<file path="src/rtl/vga_char_seq_if.sv">
// Bus bundle for the character sequencer: pixel coordinates, character RAM,
// font ROM and host write port. The sequencer is the slave; its environment is the master.
`timescale 1ns/1ps
interface vga_char_seq_if;
  logic [9:0]  pix_x;
  logic [9:0]  pix_y;
  logic        disp_en;
  logic [15:0] pix_data;
  logic [11:0] ram_addr;
  logic        ram_we;
  logic [7:0]  ram_wdata;
  logic [7:0]  ram_rdata;
  logic [11:0] font_addr;
  logic [7:0]  font_data;
  logic        wr_req;
  logic [11:0] wr_addr;
  logic [7:0]  wr_data;
  logic        wr_ack;

  modport master (
    output pix_x, pix_y, disp_en, ram_rdata, font_data, wr_req, wr_addr, wr_data,
    input  pix_data, ram_addr, ram_we, ram_wdata, font_addr, wr_ack
  );

  modport slave (
    input  pix_x, pix_y, disp_en, ram_rdata, font_data, wr_req, wr_addr, wr_data,
    output pix_data, ram_addr, ram_we, ram_wdata, font_addr, wr_ack
  );
endinterface

</file>
<file path="src/rtl/vga_char_seq.sv">
// Character-mode pixel sequencer: fetches char codes and glyph rows on a fixed
// 3-cycle pipeline and slips host writes into RAM cycles not used by display fetches.
`timescale 1ns/1ps
module vga_char_seq #(
  parameter int unsigned CHAR_W = 8,
  parameter int unsigned CHAR_H = 16,
  parameter int unsigned COLS   = 80,
  parameter int unsigned ROWS   = 30,
  parameter logic [15:0] FG     = 16'hFFFF,
  parameter logic [15:0] BG     = 16'h0000
) (
  input  logic          vga_clk,
  input  logic          rst,
  vga_char_seq_if.slave bus
);

  localparam int unsigned ACT_W = COLS * CHAR_W;
  localparam int unsigned ACT_H = ROWS * CHAR_H;
  localparam int unsigned CELLS = COLS * ROWS;

  typedef enum logic [1:0] {S_IDLE, S_WAIT, S_ACK} state_t;

  state_t      state, state_nxt;
  logic        active0, slot0, addr_ok;
  logic [11:0] cell_addr0;
  logic [3:0]  grow0;
  logic        act1, slot1, act2, slot2;
  logic [2:0]  off1, off2;
  logic [3:0]  grow1;
  logic [7:0]  glyph_q, glyph_cur;
  logic        pix_bit;

  // Stage 0: decode coordinate into cell address and glyph row
  always_comb begin
    active0    = !rst && bus.disp_en && (32'(bus.pix_x) < ACT_W) && (32'(bus.pix_y) < ACT_H);
    slot0      = active0 && (bus.pix_x[2:0] == 3'd0);
    cell_addr0 = 12'((32'(bus.pix_y) / CHAR_H) * COLS + 32'(bus.pix_x) / CHAR_W);
    grow0      = 4'(32'(bus.pix_y) % CHAR_H);
    addr_ok    = 32'(bus.wr_addr) < CELLS;
  end

  // Char code arrives one cycle after the slot and addresses the font ROM directly
  assign bus.font_addr = rst ? 12'd0 : {bus.ram_rdata, grow1};

  // Slot pixel takes the fresh ROM byte; the rest of the cell uses the staged copy
  assign glyph_cur = slot2 ? bus.font_data : glyph_q;
  assign pix_bit   = glyph_cur[~off2];

  // Pixel pipeline: offset and active flag travel alongside the fetch
  always_ff @(posedge vga_clk or posedge rst) begin
    if (rst) begin
      act1         <= 1'b0;
      slot1        <= 1'b0;
      off1         <= 3'd0;
      grow1        <= 4'd0;
      act2         <= 1'b0;
      slot2        <= 1'b0;
      off2         <= 3'd0;
      glyph_q      <= 8'd0;
      bus.pix_data <= BG;
    end else begin
      act1         <= active0;
      slot1        <= slot0;
      off1         <= bus.pix_x[2:0];
      grow1        <= grow0;
      act2         <= act1;
      slot2        <= slot1;
      off2         <= off1;
      if (slot2) glyph_q <= bus.font_data;
      bus.pix_data <= (act2 && pix_bit) ? FG : BG;
    end
  end

  // Host FSM state register
  always_ff @(posedge vga_clk or posedge rst) begin
    if (rst) state <= S_IDLE;
    else     state <= state_nxt;
  end

  // Host FSM next state: WAIT retires on the first non-slot cycle
  always_comb begin
    state_nxt = state;
    case (state)
      S_IDLE:  if (bus.wr_req) state_nxt = S_WAIT;
      S_WAIT:  if (!slot0) state_nxt = S_ACK;
      S_ACK:   state_nxt = S_IDLE;
      default: state_nxt = S_IDLE;
    endcase
  end

  // RAM port mux: display fetch always owns the slot cycle
  always_comb begin
    bus.ram_addr  = 12'd0;
    bus.ram_we    = 1'b0;
    bus.ram_wdata = 8'd0;
    bus.wr_ack    = (state == S_ACK);
    if (slot0) begin
      bus.ram_addr = cell_addr0;
    end else if (state == S_WAIT && addr_ok) begin
      bus.ram_we    = 1'b1;
      bus.ram_addr  = bus.wr_addr;
      bus.ram_wdata = bus.wr_data;
    end
  end

endmodule

</file>
<file path="src/flat_wrapper.sv">
// flat-port wrapper written by rule: the top's interface ports become plain ports
module vga_char_seq_flat 
#(
  parameter int unsigned CHAR_W = 8,
  parameter int unsigned CHAR_H = 16,
  parameter int unsigned COLS   = 80,
  parameter int unsigned ROWS   = 30,
  parameter logic [15:0] FG     = 16'hFFFF,
  parameter logic [15:0] BG     = 16'h0000
)
  (vga_clk, rst, bus_pix_x, bus_pix_y, bus_disp_en, bus_ram_rdata, bus_font_data, bus_wr_req, bus_wr_addr, bus_wr_data, bus_pix_data, bus_ram_addr, bus_ram_we, bus_ram_wdata, bus_font_addr, bus_wr_ack);
  vga_char_seq_if bus_i ();
  input  logic vga_clk;
  input  logic rst;
  input wire logic [$bits(bus_i.pix_x)-1:0] bus_pix_x;
  input wire logic [$bits(bus_i.pix_y)-1:0] bus_pix_y;
  input wire logic [$bits(bus_i.disp_en)-1:0] bus_disp_en;
  input wire logic [$bits(bus_i.ram_rdata)-1:0] bus_ram_rdata;
  input wire logic [$bits(bus_i.font_data)-1:0] bus_font_data;
  input wire logic [$bits(bus_i.wr_req)-1:0] bus_wr_req;
  input wire logic [$bits(bus_i.wr_addr)-1:0] bus_wr_addr;
  input wire logic [$bits(bus_i.wr_data)-1:0] bus_wr_data;
  output wire logic [$bits(bus_i.pix_data)-1:0] bus_pix_data;
  output wire logic [$bits(bus_i.ram_addr)-1:0] bus_ram_addr;
  output wire logic [$bits(bus_i.ram_we)-1:0] bus_ram_we;
  output wire logic [$bits(bus_i.ram_wdata)-1:0] bus_ram_wdata;
  output wire logic [$bits(bus_i.font_addr)-1:0] bus_font_addr;
  output wire logic [$bits(bus_i.wr_ack)-1:0] bus_wr_ack;
  assign bus_i.pix_x = bus_pix_x;
  assign bus_i.pix_y = bus_pix_y;
  assign bus_i.disp_en = bus_disp_en;
  assign bus_i.ram_rdata = bus_ram_rdata;
  assign bus_i.font_data = bus_font_data;
  assign bus_i.wr_req = bus_wr_req;
  assign bus_i.wr_addr = bus_wr_addr;
  assign bus_i.wr_data = bus_wr_data;
  assign bus_pix_data = bus_i.pix_data;
  assign bus_ram_addr = bus_i.ram_addr;
  assign bus_ram_we = bus_i.ram_we;
  assign bus_ram_wdata = bus_i.ram_wdata;
  assign bus_font_addr = bus_i.font_addr;
  assign bus_wr_ack = bus_i.wr_ack;
  vga_char_seq #(.CHAR_W(CHAR_W), .CHAR_H(CHAR_H), .COLS(COLS), .ROWS(ROWS), .FG(FG), .BG(BG)) u_core (.vga_clk(vga_clk), .rst(rst), .bus(bus_i));
endmodule
</file>
<file path="config.mk">
export PLATFORM = sky130hd
export DESIGN_NAME = vga_char_seq_flat
export DESIGN_NICKNAME = d
export VERILOG_FILES = /design/src/rtl/vga_char_seq_if.sv /design/src/rtl/vga_char_seq.sv /design/src/flat_wrapper.sv
export SDC_FILE = /design/constraint.sdc
export NUM_CORES = 1
export LEC_CHECK = 0
export ABC_AREA = 1
export BUFFER_PORTS_ARGS = -buffer_cell sky130_fd_sc_hd__buf_2
export CORE_MARGIN = 4
export CORE_UTILIZATION = 44
export CTS_BUF_LIST = sky130_fd_sc_hd__clkbuf_2
export DETAILED_ROUTE_END_ITERATION = 10
export PLACE_DENSITY = 0.82
export SLEW_MARGIN = 10
export SYNTH_ARGS = -nofsm -noshare
export SYNTH_HDL_FRONTEND = slang
export SYNTH_SLANG_ARGS = --single-unit
</file>
<file path="constraint.sdc">
create_clock -name vga_clk -period 3.95 [get_ports vga_clk]
set_clock_uncertainty 0.2 [all_clocks]
set_input_delay 0.79 -clock vga_clk [delete_from_list [all_inputs] [get_ports vga_clk]]
set_output_delay 0.79 -clock vga_clk [all_outputs]
set_load 0.02 [all_outputs]
</file>
Word-level counts from Yosys, hierarchy flattened. Cells that the tools add are included.

Output and inout port bits: 50. Flip-flop bits (word level): 40.

Reduce and logical (&&, ||, !) cells: 10. Add/subtract/negate cells: 1. Equal/unequal tests: 4. Multiplexer cells: 14. Multiply operators: 1. Order comparisons: 4. Bitwise operators: 1.

Operators by type and width (count): 12-bit two-way mux (3); 8-bit two-way mux (3); 16-bit two-way mux (1); 12-bit by 7-bit adder with 12-bit output (1); 12-bit < comparator, second input constant (1); 10-bit < comparator, second input constant (1); 10-bit by 9-bit < comparator with 1-bit output, second input constant (1); 6-bit by 3-bit multiplier with 8-bit output, second input constant (1); 1-bit logical AND (6); 3-bit by 4-bit < comparator with 1-bit output, second input constant (1); 2-bit two-way mux (2); 2-bit != test, second input constant (2); 2-bit case mux with 2 select lines (1); 1-bit binary-select mux with 3-bit select (1); 3-bit logical NOT (1); 1-bit two-way mux (3); 3-bit inverter (1); 2-bit by 1-bit equality test with 1-bit output, second input constant (1); 2-bit equality test, second input constant (1); 2-bit logical NOT (1); 2-bit AND reduction (1); 1-bit logical NOT (1).

Longest topological paths before layout. Gate-level depths: netlist of the first run.

Depth in word-level cells: 7. Mapped depth: 11.

Worst setup path after synthesis of the first run. Ideal clock, no wire load.

Kind: input -> output. Start point: in bus_pix_y[5]. End point: out bus_ram_addr[11]. Setup slack: 504 ps. Arrival time: 2456 ps. Data required time: 2960 ps. Stages: 11. Cell sequence: ha_1 ha_1 fa_1 nand2_1 inv_1 nand2_1 nor2_1 nand2_1 nand2_1 nand3_1 nand2_1.

Cells in the longest elaborated chain, start to end: 4. Elaborated cells between the ends (all ways): 6. Those cells by class: add/sub: 1; mul: 1; order compare: 1; mux: 1; reduce/logical: 2.

Ends and longest elaborated chain: from (decl) (line flat_wrapper.sv:16) `input wire logic [$bits(bus_i.pix_y)-1:0] bus_pix_y;`; parallel branches: the longest is 3 deep, another holds 12-bit by 7-bit adder with 12-bit output; 12-bit two-way mux * (line vga_char_seq.sv:97) `if (slot0) begin`; to (decl) (line flat_wrapper.sv:24) `output wire logic [$bits(bus_i.ram_addr)-1:0] bus_ram_addr;`.

Every way passes the cells marked *.

Final worst setup path of the first run. Same ends and word-level chain as after synthesis.

==> results.md, run 1 <==
- Status: finished, final reports clean
- Ys Warns: 0
- Cells after synthesis: 248
- Peak supply drop: 0.0001456 V
- Worst-path fanout max: 4
- Max H-tree Level: 1
- CP delay by family, top: adder cells
- Seq pwr share: 0.408
- Post-synthesis net count: 321
- Final net count: 417
- Worst Setup Slack, final: 187.3 ps
- Yosys cell types: 27
- Seq/Total Area, Yosys: 0.3514
- TritonRoute pass-1 iters: 4
- WP data arrival: 2770 ps
- Worst Hold Class: register to register
- Die area: 0.005128 mm2
- Worst EP required: 2960 ps
- Hold Crit Start: u_core.act1
- Mapped Area: 0.001780 mm2
- Clock root buffer master: clkbuf_2
- WL per Instance: 10.49 um
- R2R Path End: u_core.bus.pix_data[14]
- CP Cell Sequence: buf_2 > ha_1 > ha_1 > fa_1 > nand2_1 > inv_1 > nand2_1 > nor2_2 > nand2_1 > nand2_1 > nand3_1 > nand2_1 > buf_2
- Global-route usage over all layers: 0.1609
- Min cycle time layout: 3763 ps
- Clk pwr share: 0.128
- Internal power: 442.4 uW
- Core area: 0.003771 mm2
- Largest stage delay, worst path: 550 ps
- Synth Register Bits: 25
- CP Capture Point: bus_ram_addr[11]
- Antenna violations before repair: 0
- WP depth: 13
- Wirelength, routed: 4101 um
- Hold Slack: 170.1 ps
- Worst slew margin: 0.7722
- Setup CP Type: input pin to primary output
- R2r worst-path depth: 8
- Worst-Margin Slew: 340.8 ps
- GPL Wtd Cong: 0.7763
- Vias in the first global route: 1689
- Hold bufs inserted after CTS: 0
- # port buffers: 109
- Initial Util: 0.4721
- Clock Pin Slew Worst Setup and Hold Paths: 210 ps
- P_sw: 301.9 uW
- Number of fill cells: 366
- Final period util: 0.9526
- Leak: 1.468 nW
- Core Rows: 22
- Crit path launch: bus_pix_y[5]
- Max-Cap Viols: 0
- Worst path slowest cell: fa_1
- Syn_area_per_cell: 7.179 um2
- Ranking of synthesized cells by area: dfrtp_1, nand2_1, inv_1, ha_1, buf_4
- Sw frac: 0.4056
- Comb power frac: 0.464
- Worst slack, placed: 131.9 ps
- TritonCTS clock tree: built
- Layout cells sized above 1: 0.3615
- Reg2reg start: u_core.slot2
- DRC Markers: 0
- Clock Tree Buf Depth: 2
- Routed vias: 1768
- Area Overhead vs Synth: 27.62%
- I/O pin cnt: 110
- Grt total ovfl: 0
- Crit. End Element: primary output
- Crit start category: input pin
- Cell Pwr Density: 327.6 mW/mm2
- Worst-Skew Late Latency: 320 ps
- Setup tns final: 0 ps
- FF-to-FF setup slack: 2330 ps
- Buf+Inv Stages, Crit Path: 3
- Final Setup Violations: 0
- Initial DRC Count: 57
- Fin util: 0.6025
- RSZ-0062 raised after global routing: false
- Final hold vios: 0
- Pin count of the biggest net entering global routing: 26
- Die width: 71.61 um
- Clock Sink Count: 25
- Cts bufs inserted: 3
- Antenna Cells: 0
- Die Span Y: 71.61 um
- Yosys top cell by area: dfrtp_1
- Critical Path Most Common Cell: nand2_1
- Count of pins over their slew limit: 0
- FMAX: 0.2658 GHz
- Vias/cell: 4.522
- First-pass GRT wire length: 6803 um
- Area share of the largest cell type after synthesis: 0.3514
- Number of routed nets with antenna violations: 0
- DP Wirelength: 3514 um
-- cell usage after synthesis --
cell type / count
or2_2: 2
ha_1: 11
nand3b_1: 1
nand3_1: 18
nor2_4: 2
fa_1: 2
nand2_2: 1
nand4_1: 2
xnor2_1: 1
a21oi_1: 3
buf_4: 15
xor2_1: 2
and2_1: 4
buf_6: 2
nor3_1: 1
nor2_1: 28
buf_2: 1
a21o_1: 1
nand3_2: 1
inv_2: 1
dfrtp_1: 25
inv_1: 45
nand2_1: 68
o211ai_1: 1
o21ai_2: 2
o21ai_0: 7
clkbuf_1: 1
-- power by group through the flow --
stage / clock, mW / sequential, mW / combinational (mW)
2_1_floorplan: 0 / 0.307 / 0.243
3_3_place_gp: 0 / 0.308 / 0.341
3_5_place_dp: 0 / 0.310 / 0.348
4_1_cts: 0.0998 / 0.304 / 0.350
5_1_grt: 0.114 / 0.309 / 0.389
6_report: 0.0949 / 0.304 / 0.346
-- placed cells by master, fill, tap and decap left out, types with 3 or more instances in the layout --
cell type and n:
a21oi_1 3, o21ai_0 7, clkbuf_2 4, nor2_1 27, nand3_1 18, dfrtp_1 25
nand2_1 68, inv_1 45, buf_2 109, and2_1 4, ha_1 11
-- registers in the layout, summed over array words and instances, names as in the netlist --
name / cells
u_core.act1: 1
u_core.act2: 1
u_core.bus.pix_data: 1
u_core.glyph_q: 8
u_core.grow1: 4
u_core.off1: 3
u_core.off2: 3
u_core.slot1: 1
u_core.slot2: 1
u_core.state: 2
-- worst min-delay path by stage --
stage	endpoint	slack, ps	cells past startpoint
final	u_core.act2	170	0
after global placement	u_core.act2	130	0
after global routing	u_core.act2	190	0
after CTS	u_core.act2	170	0
after detailed placement	u_core.act2	140	0
after floorplan	u_core.act2	130	0
-- per-stage QoR --
step	area, um2	instances	total power, mW
final	2272	391	0.7443
after global routing	2272	391	0.8119
after CTS	2270	391	0.7538
after detailed placement	2250	387	0.6579
after global placement	2250	387	0.6494
after floorplan	1780	248	0.5502
-- timing repair --
item / in CTS / in global routing
resized for setup: 0 / 1
setup endpoints to repair: 0 / 1
setup buffers: 0 / 0
-- logic make-up (layout without fill, tap and decap cells) --
family / Yosys count / after routing / share of synthesized area
compound gates: 14 / 14 / 0.04638
buf+inv: 65 / 160 / 0.1778
simple gates: 128 / 128 / 0.3099
fa+ha+maj: 13 / 13 / 0.09979
xor+xnor: 3 / 3 / 0.01476
flops: 25 / 25 / 0.3514
-- per-layer routing --
layer	part of all wire	track usage
met5	0	0
met4	0.0044	0.03758
met3	0.11	0.03366
met2	0.52	0.3000
met1	0.37	0.1865
-- final cells by class --
cell class                 instances  area [um2]  share of cell area
clock buffer                       4       20.02            0.008811
inverter                          46       172.7             0.07599
multi-input combinational        158       840.8              0.3700
sequential                        25       625.6              0.2753
tap                               48       60.06             0.02643
timing repair buffer             110       553.0              0.2434
Note: power is estimated with default switching activity, not from simulation.
==> run 2, diff against run 1 <==
- CORE_UTILIZATION: 44 -> 45
- PLACE_DENSITY: 0.82 -> 0.83
- clock period: 3.95 -> 4.6 ns (I/O delays scaled with it)
==> run 2 against run 1 <==
Against the previous run: critical endpoint unchanged; core utilization rose by 0.38 points; global-route usage fell by 0.69 points; combinational power fell by 15%; routed wire length fell by 2.1%.
==> results.md, run 2 (synthesis gave the netlist of run 1 again) <==
- Status: finished, final reports clean
- Buf+Inv Stages, Crit Path: 3
- First-pass GRT wire length: 6555 um
- Tot Pwr: 633.7 uW
- TritonRoute pass-1 iters: 4
- Leak: 1.468 nW
- GPL Wtd Cong: 0.8556
- Die width: 70.90 um
- Worst-Margin Slew: 353.3 ps
- Reg2reg start: u_core.slot2
- Sw frac: 0.4061
- Die area: 0.005027 mm2
- Setup CP Type: input pin to primary output
- Internal power: 376.3 uW
- WP data arrival: 2920 ps
- Crit path launch: bus_pix_y[5]
- CP Cell Sequence: buf_2 > ha_1 > ha_1 > fa_1 > nand2_1 > inv_1 > nand2_1 > nor2_1 > nand2_1 > nand2_1 > nand3_1 > nand2_1 > buf_2
- Peak supply drop: 0.0001261 V
- I/O pin cnt: 110
- Worst-path fanout max: 4
- Final std cells w/o fill: 391
- Worst EP required: 3480 ps
- Most frequent cells in the layout: buf_2, nand2_1, inv_1, nor2_1, dfrtp_1
- Final period util: 0.8786
- Seq pwr share: 0.413
- GR Util met2: 0.2966
- Postcts setup bufs: 0
- Worst path slowest cell: fa_1
- Worst Setup Slack, final: 558.2 ps
- Inst Count DP: 387
- # port buffers: 109
- Max reg flops: 8
- CP delay by family, top: adder cells
- Crit start category: input pin
- Crit. End Element: primary output
- Vias in the first global route: 1620
- Largest registers: u_core.glyph_q x8, u_core.grow1 x4
- Core area: 0.003744 mm2
- Hold Crit Start: u_core.slot1
- Comb power frac: 0.465
- Area Overhead vs Synth: 27.48%
- Grt peak-use layer: met2
- GRT met3 Usage: 0.03693
- DRC Markers: 0
- Worst slack, placed: 563.1 ps
- Cell Pwr Density: 279.2 mW/mm2
- Met1 Use GR: 0.1698
- Commonest non-fill, non-tap cell in the layout: buf_2
- Max-Cap Viols: 0
- TritonCTS clock tree: built
- Routed vias: 1772
- Clk pwr share: 0.123
- Clock Sink Count: 25
- Count of pins over their slew limit: 0
- FMAX: 0.2474 GHz
- Worst slew margin: 0.7639
- Post-route cell area: 0.002270 mm2
- Core Rows: 22
- Final hold vios: 0
- Hold bufs inserted after CTS: 0
- Antenna violations before repair: 0
- Die Span Y: 70.90 um
- Max H-tree Level: 1
- Placed cell areas: 0.002250 mm2
- Final net count: 417
- Clock Pin Slew Worst Setup and Hold Paths: 210 ps
- Antenna Cells: 0
- Global-route usage over all layers: 0.1539
- DP Wirelength: 3448 um
- Reg with most FFs: u_core.glyph_q
- WL per Instance: 10.27 um
- Clock Tree Buf Depth: 2
- Largest stage delay, worst path: 520 ps
- Wirelength, routed: 4016 um
- Initial DRC Count: 66
- Vias/cell: 4.532
- Grt total ovfl: 0
- Clock root buffer master: clkbuf_2
- Initial Util: 0.4756
- Setup tns final: 0 ps
- Layout cells sized above 1: 0.3586
- Cts bufs inserted: 3
- Pin count of the biggest net entering global routing: 26
- Critical Path Most Common Cell: nand2_1
- Worst Hold Class: register to register
- Min cycle time layout: 4042 ps
- RSZ-0062 raised after global routing: false
- CTS resizes: 0
- P_sw: 257.3 uW
- Worst-Skew Late Latency: 320 ps
- Final Setup Violations: 0
- Number of routed nets with antenna violations: 0
## run 2: cell count changes in the layout (fill, tap and decap cells not counted), sizes merged
| cell | delta |
|---|---|
| clkbuf | -1 |
| clkinv | +1 |
## run 2: final cells by class
cell class                 count  area, um2
timing repair buffer         110      553.0
sequential                    25      625.6
inverter                      46      172.7
clock buffer                   3      15.01
tap                           48      60.06
fill                         349       1474
multi-input combinational    158      838.3
clock inverter                 1      5.005
## run 2: path summary, 6_finish.rpt
path | endpoint | slack, ps | cells past startpoint
worst max-delay path | bus_ram_addr[11] | 560 | 13
worst min-delay path | u_core.slot2 | 160 | 0
worst max register to register | u_core.bus.pix_data[14] | 2980 | 8
worst min register to register | u_core.slot2 | 160 | 0
max in group asynchronous | u_core.grow1[2] | 3430 | 3
min in group asynchronous | u_core.slot2 | 540 | 3
## run 2: worst reg2reg max path, delay by kind of cell (launching register included)
kind                   cells  cell delay (ps)
buffers and inverters      1              210
flip-flops                 1              580
AND/OR/NAND/NOR            7              550
## run 2: through the flow
stage | util | hold WS (ps)
after detailed placement | 0.6009 | 135.8
final | 0.6063 | 164.0
after CTS | 0.6063 | 169.4
after global routing | 0.6063 | 180.7
after floorplan | - | 131.2
after global placement | 0.6009 | 131.2
## run 2: routing by layer
| metal | vias up | routed length, um | share of wire |
|---|---|---|---|
| met1 | 776 | 1520 | 0.38 |
| li1 | 921 | - | - |
| met4 | 0 | 12 | 0.0030 |
| met5 | - | 0 | 0 |
| met2 | 73 | 2045 | 0.51 |
| met3 | 2 | 438 | 0.11 |
## run 2: power by group through the flow
stage,logic [mW],clock network (mW),registers [mW]
3_5_place_dp,0.298,0,0.266
2_1_floorplan,0.209,0,0.263
4_1_cts,0.299,0.0832,0.262
3_3_place_gp,0.293,0,0.265
5_1_grt,0.333,0.0902,0.266
6_report,0.295,0.0777,0.261
